--- src/rtl/trigger_unit_if.sv ---
// Bundles the trigger unit's control, probe and result signals.
// The trigger unit uses the slave modport; the driving side uses master.
interface trigger_unit_if #(
  parameter int unsigned WIDTH = 16
);
  localparam int unsigned CNT_W = 32;

  logic [WIDTH-1:0] dataIn;
  logic [WIDTH-1:0] pattern;
  logic [WIDTH-1:0] levelMask;
  logic [WIDTH-1:0] edgeMask;
  logic [CNT_W-1:0] matchCount;
  logic             arm;
  logic             abort;
  logic             captureDone;
  logic             trigStart;
  logic             armed;
  logic             triggered;
  logic [WIDTH-1:0] trigSample;

  modport master (
    output dataIn, pattern, levelMask, edgeMask, matchCount, arm, abort, captureDone,
    input  trigStart, armed, triggered, trigSample
  );

  modport slave (
    input  dataIn, pattern, levelMask, edgeMask, matchCount, arm, abort, captureDone,
    output trigStart, armed, triggered, trigSample
  );
endinterface

--- src/rtl/trigger_unit.sv ---
// Pattern/edge trigger detector feeding the capture pulse generator.
// Define TRIGGER_EDGE_EN to enable the edge term and the prev sample register.
module trigger_unit #(
  parameter int unsigned WIDTH = 16
) (
  input  logic          clk,
  input  logic          reset,
  trigger_unit_if.slave bus_if
);
  localparam int unsigned CNT_W = 32;

  typedef enum logic [1:0] {
    S_IDLE  = 2'd0,
    S_ARMED = 2'd1,
    S_FIRED = 2'd2
  } state_e;

  state_e           state_q, state_d;
  logic [CNT_W-1:0] cnt_q, cnt_d;
  logic [WIDTH-1:0] cur_q;
  logic [WIDTH-1:0] trig_sample_q, trig_sample_d;
  logic             trig_start_q, trig_start_d;
  logic             armed_q, armed_d;
  logic             triggered_q, triggered_d;

  logic             level_ok;
  logic             edge_ok;
  logic             match;
  logic             hit;
  logic [CNT_W-1:0] target;

  assign level_ok = ((cur_q ^ bus_if.pattern) & bus_if.levelMask) == '0;

`ifdef TRIGGER_EDGE_EN
  logic [WIDTH-1:0] prev_q;

  // Every edge-masked bit must have toggled and landed on its pattern value.
  assign edge_ok = ((~(prev_q ^ cur_q) | (cur_q ^ bus_if.pattern)) & bus_if.edgeMask) == '0;

  always_ff @(posedge clk) begin
    if (reset) prev_q <= '0;
    else       prev_q <= cur_q;
  end
`else
  logic unused_edge_mask;
  assign unused_edge_mask = ^bus_if.edgeMask;
  assign edge_ok          = 1'b1;
`endif

  assign match  = level_ok & edge_ok;
  assign target = (bus_if.matchCount == CNT_W'(0)) ? CNT_W'(0) : bus_if.matchCount - CNT_W'(1);
  assign hit    = match && (cnt_q >= target);

  // State register plus the registered datapath and outputs.
  always_ff @(posedge clk) begin
    if (reset) begin
      state_q       <= S_IDLE;
      cnt_q         <= '0;
      cur_q         <= '0;
      trig_sample_q <= '0;
      trig_start_q  <= 1'b0;
      armed_q       <= 1'b0;
      triggered_q   <= 1'b0;
    end else begin
      state_q       <= state_d;
      cnt_q         <= cnt_d;
      cur_q         <= bus_if.dataIn;
      trig_sample_q <= trig_sample_d;
      trig_start_q  <= trig_start_d;
      armed_q       <= armed_d;
      triggered_q   <= triggered_d;
    end
  end

  // Next state; abort overrides everything, arm while armed restarts in place.
  always_comb begin
    state_d = state_q;
    if (bus_if.abort) begin
      state_d = S_IDLE;
    end else begin
      unique case (state_q)
        S_IDLE:  if (bus_if.arm) state_d = S_ARMED;
        S_ARMED: if (!bus_if.arm && hit) state_d = S_FIRED;
        S_FIRED: if (bus_if.captureDone) state_d = S_IDLE;
        default: state_d = S_IDLE;
      endcase
    end
  end

  // Counter, trigger pulse and captured sample for the next cycle.
  always_comb begin
    cnt_d         = cnt_q;
    trig_start_d  = 1'b0;
    trig_sample_d = trig_sample_q;
    if (bus_if.abort) begin
      cnt_d = '0;
    end else begin
      unique case (state_q)
        S_IDLE: if (bus_if.arm) cnt_d = '0;
        S_ARMED: begin
          if (bus_if.arm || !match) begin
            cnt_d = '0;
          end else if (hit) begin
            trig_start_d  = 1'b1;
            trig_sample_d = cur_q;
          end else begin
            cnt_d = cnt_q + CNT_W'(1);
          end
        end
        default: cnt_d = cnt_q;
      endcase
    end
    armed_d     = (state_d == S_ARMED);
    triggered_d = (state_d == S_FIRED);
  end

  assign bus_if.trigStart  = trig_start_q;
  assign bus_if.armed      = armed_q;
  assign bus_if.triggered  = triggered_q;
  assign bus_if.trigSample = trig_sample_q;
endmodule

--- src/flat_wrapper.sv ---
// flat-port wrapper written by rule: the top's interface ports become plain ports
module trigger_unit_flat 
#(
  parameter int unsigned WIDTH = 16
)
  (clk, reset, bus_if_dataIn, bus_if_pattern, bus_if_levelMask, bus_if_edgeMask, bus_if_matchCount, bus_if_arm, bus_if_abort, bus_if_captureDone, bus_if_trigStart, bus_if_armed, bus_if_triggered, bus_if_trigSample);
  trigger_unit_if #(.WIDTH(WIDTH)) bus_if_i ();
  input  logic clk;
  input  logic reset;
  input wire logic [$bits(bus_if_i.dataIn)-1:0] bus_if_dataIn;
  input wire logic [$bits(bus_if_i.pattern)-1:0] bus_if_pattern;
  input wire logic [$bits(bus_if_i.levelMask)-1:0] bus_if_levelMask;
  input wire logic [$bits(bus_if_i.edgeMask)-1:0] bus_if_edgeMask;
  input wire logic [$bits(bus_if_i.matchCount)-1:0] bus_if_matchCount;
  input wire logic [$bits(bus_if_i.arm)-1:0] bus_if_arm;
  input wire logic [$bits(bus_if_i.abort)-1:0] bus_if_abort;
  input wire logic [$bits(bus_if_i.captureDone)-1:0] bus_if_captureDone;
  output wire logic [$bits(bus_if_i.trigStart)-1:0] bus_if_trigStart;
  output wire logic [$bits(bus_if_i.armed)-1:0] bus_if_armed;
  output wire logic [$bits(bus_if_i.triggered)-1:0] bus_if_triggered;
  output wire logic [$bits(bus_if_i.trigSample)-1:0] bus_if_trigSample;
  assign bus_if_i.dataIn = bus_if_dataIn;
  assign bus_if_i.pattern = bus_if_pattern;
  assign bus_if_i.levelMask = bus_if_levelMask;
  assign bus_if_i.edgeMask = bus_if_edgeMask;
  assign bus_if_i.matchCount = bus_if_matchCount;
  assign bus_if_i.arm = bus_if_arm;
  assign bus_if_i.abort = bus_if_abort;
  assign bus_if_i.captureDone = bus_if_captureDone;
  assign bus_if_trigStart = bus_if_i.trigStart;
  assign bus_if_armed = bus_if_i.armed;
  assign bus_if_triggered = bus_if_i.triggered;
  assign bus_if_trigSample = bus_if_i.trigSample;
  trigger_unit #(.WIDTH(WIDTH)) u_core (.clk(clk), .reset(reset), .bus_if(bus_if_i));
endmodule
--- config.mk ---
export PLATFORM = sky130hd
export DESIGN_NAME = trigger_unit_flat
export DESIGN_NICKNAME = d
export VERILOG_FILES = /design/src/rtl/trigger_unit_if.sv /design/src/rtl/trigger_unit.sv /design/src/flat_wrapper.sv
export SDC_FILE = /design/constraint.sdc
export NUM_CORES = 1
export LEC_CHECK = 0
export ABC_AREA = 1
export BUFFER_PORTS_ARGS = -buffer_cell sky130_fd_sc_hd__buf_2
export CAP_MARGIN = 20
export CORE_MARGIN = 2
export CORE_UTILIZATION = 50
export DETAILED_ROUTE_END_ITERATION = 8
export GPL_TIMING_DRIVEN = 0
export PLACE_DENSITY_LB_ADDON = 0.12
export SLEW_MARGIN = 25
export SYNTH_ARGS = -nofsm -noshare
export SYNTH_HDL_FRONTEND = slang
export SYNTH_SLANG_ARGS = --single-unit
--- constraint.sdc ---
create_clock -name clk -period 3.4 [get_ports clk]
set_input_delay 0.51 -clock clk [delete_from_list [all_inputs] [get_ports clk]]
set_output_delay 0.51 -clock clk [all_outputs]
set_load 0.005 [all_outputs]
==> results.cfg <==
[power_and_ir_drop]
swShare = 0.256
combPwrFrac = 0.148
intPower_w = 0.00165
peakVddDrop_uv = 263
p_per_area_nw_per_um2 = 307
p_seq_frac = 0.386
finalPower_w = 0.00221
switchingPower_w = 0.000567
power.leakage_nw = 3.81
clkPwrFrac = 0.466

[critical_path]
cp.arrival_ns = 3.55
crit_type = in -> reg
cp-end-kind = flop
cp-start-kind = input port
cp.required_ns = 3.66
worst-path-max-fanout = 6

[synthesis]
yosysTopAreaCell = dfxtp_1
synth.most_common_cell = nand2_1
avgSynthCellArea_um2 = 5.72
ys_ff_latch = 69
syn_area_um2 = 5720
synth_flop_cell = dfxtp_1
synthTopCellsByCount = 307 x nand2_1, 195 x nor2_1, 154 x inv_1
synth.distinct_cells = 39
ys_seq_area_frac = 0.241
synth_fp_nets = 1136
synth_edf_count = 0
yosysWarnings = 0
yosys-top-cells-area = dfxtp_1 24%, nand2_1 20%, nor2_1 13%
async_flop_share = 0
yosysTopAreaCellShare = 0.241
synthCells = 1000

[clock_network]
cts_buffer_depth = 2
cts.clk_slew.worst_paths_ns = 0.05
cts_tree = built
clock_latency_ns = 0.34
h-tree-depth = 3
cts_made_buffers = 9
cts_sinks = 69
hold_buffers = 0
cts-root-buf = clkbuf_16

[global_route]
grt_pass1_wl_um = 26400
grt_use_total = 0.261
antenna_found_initial = 0
grt_overflow = 0
grt_pass1_vias = 5887
grt_max_degree = 12

[outcome]
outcome = finished clean

[route]
drc = 0
via_count = 6247
viasPerCell = 4.90
first_pass_iters = 5
ant_nets = 0
drt_wl_total_um = 15800
drt-initial-drc-count = 318
wire_per_inst_um = 12.4

[sta]
setup_ws_ns = 0.110
clock-skew-final_ns = 0.00806
finalHoldViolCount = 0
fin_crit_ns = 3.29
tightest_slew_ns = 0.610
slew-limit-headroom = 0.593
final_max_slew_viol_count = 0
finalSetupViolCount = 0
max_freq_mhz = 304
post-route-period-util = 0.968

[place]
hpwl_um = 12100
portBuffers = 103
dp_cells = 1246
gp_congestion = 0.955
post-place-ws_ns = -0.527
placed_cell_area_um2 = 6420

[floorplan]
ios = 120
coreArea_um2 = 11300
die_x_um = 111
rows = 39
die_h_um = 111
start_util = 0.508
die_area_um2 = 12300

[finish]
final_util = 0.640
drive_gt1_frac = 0.192
nNetsFinal = 1263
fin_area_um2 = 7210
antenna_cells = 0
n_fill_cell = 1136
final_cells = 1275
area_growth_pct = 26.0

[job]
maxCapViolations = 0

[min_path]
hp-class = in -> reg
==> cells by family (layout without fill, tap and decap cells) <==
group | Yosys count | after routing | synth area share
and+or+nand+nor | 636 | 636 | 0.462
adders and majority gates | 35 | 35 | 0.0765
DFF | 69 | 69 | 0.241
xor gates and xnor gates | 26 | 26 | 0.0398
AOI/OAI and AO/OA | 51 | 51 | 0.0518
buffers and inverters | 183 | 315 | 0.128
==> per-layer routing <==
metal	GRT usage	share of wire
met5	0	0
met4	0.111	0.027
met3	0.0448	0.058
met2	0.459	0.48
met1	0.314	0.43
==> repair_timing <==
action	CTS	global route
pin swaps	1	32
setup endpoints to repair	53	53
buffers inserted	1	10
gates cloned	0	2
gates resized for setup	12	75
==> through the flow <==
| step | TNS (ns) | hold slack, ns |
|---|---|---|
| floorplan | 0 | 0.469 |
| global placement | -23.99 | 0.494 |
| detailed placement | -25.37 | 0.494 |
| CTS | 0 | 0.362 |
| global route | -0.591 | 0.378 |
| finish | 0 | 0.372 |
==> placed cells by master, fill, tap and decap left out, types with 2 or more instances in the layout <==
master	instances
a21boi_0	4
a21o_1	3
a21oi_1	19
a21oi_2	6
buf_2	102
buf_4	14
buf_6	7
buf_8	2
bufinv_16	2
clkbuf_1	10
clkbuf_16	11
clkbuf_8	2
dfxtp_1	69
ha_1	32
ha_4	3
inv_1	151
inv_2	10
nand2_1	299
nand2_2	10
nand2_4	2
nand3_1	74
nand3_2	6
nand3_4	3
nand3b_1	4
nand4_1	8
nor2_1	181
nor2_2	10
nor2_4	7
nor3_1	12
nor3_4	2
nor4_1	3
nor4_4	3
o21ai_0	8
o21ai_1	2
or2_2	8
xor2_1	25
==> state kept, by name (all words and copies together) (netlist names) <==
name,flops
u_core.cnt_q,32
u_core.bus_if.trigSample,16
u_core.state_q,2
u_core.cur_q,16
u_core.bus_if.triggered,1
u_core.bus_if.trigStart,1
u_core.bus_if.armed,1
==> final cells by class <==
type | count | area (µm²) | share of cell area
timing repair buffer | 116 | 661 | 0.0916
sequential | 69 | 1380 | 0.192
buffer | 20 | 151 | 0.0210
clock inverter | 3 | 67.6 | 0.00937
inverter | 163 | 613 | 0.0850
clock buffer | 13 | 260 | 0.0361
tap | 143 | 179 | 0.0248
multi-input combinational | 748 | 3900 | 0.541
==> path summary, 6_finish.rpt <==
| kind | from | slack, ns | end | depth (start not counted) |
|---|---|---|---|---|
| worst max-delay path | bus_if_matchCount[2] | 0.11 | u_core.cnt_q[3] | 23 |
| worst min-delay path | bus_if_dataIn[1] | 0.37 | u_core.cur_q[1] | 3 |
| worst max register to register | u_core.cnt_q[10] | 1.22 | u_core.cnt_q[3] | 16 |
| worst min register to register | u_core.cur_q[13] | 0.50 | u_core.bus_if.trigSample[13] | 2 |
==> worst max-delay path, cell delays in order <==
cell and delay, ns:
buf_6 0.12, nor2_4 0.10, nand4_1 0.18, nor3_4 0.25, nand3_4 0.13, nor2_4 0.16, nand2_2 0.10, nor2_4 0.19
nand3_2 0.09, nand2_2 0.09, nand3_2 0.08, ha_4 0.25, nand2_1 0.09, nor2_2 0.05, nand2_2 0.09, inv_1 0.06
a21oi_2 0.16, nand2_2 0.13, nand2_4 0.16, buf_8 0.15, clkbuf_16 0.15, nand3_1 0.09, a21oi_1 0.15
==> power by group through the flow <==
stage	sequential (W)	combinational, W	clock [W]
finish	0.000854	0.000328	0.00103
detailed placement	0.000871	0.000303	0
global placement	0.000870	0.000300	0
global route	0.000857	0.000380	0.00108
CTS	0.000853	0.000307	0.00105
floorplan	0.000862	0.000194	0
Note: power is estimated with default switching activity, not from simulation.
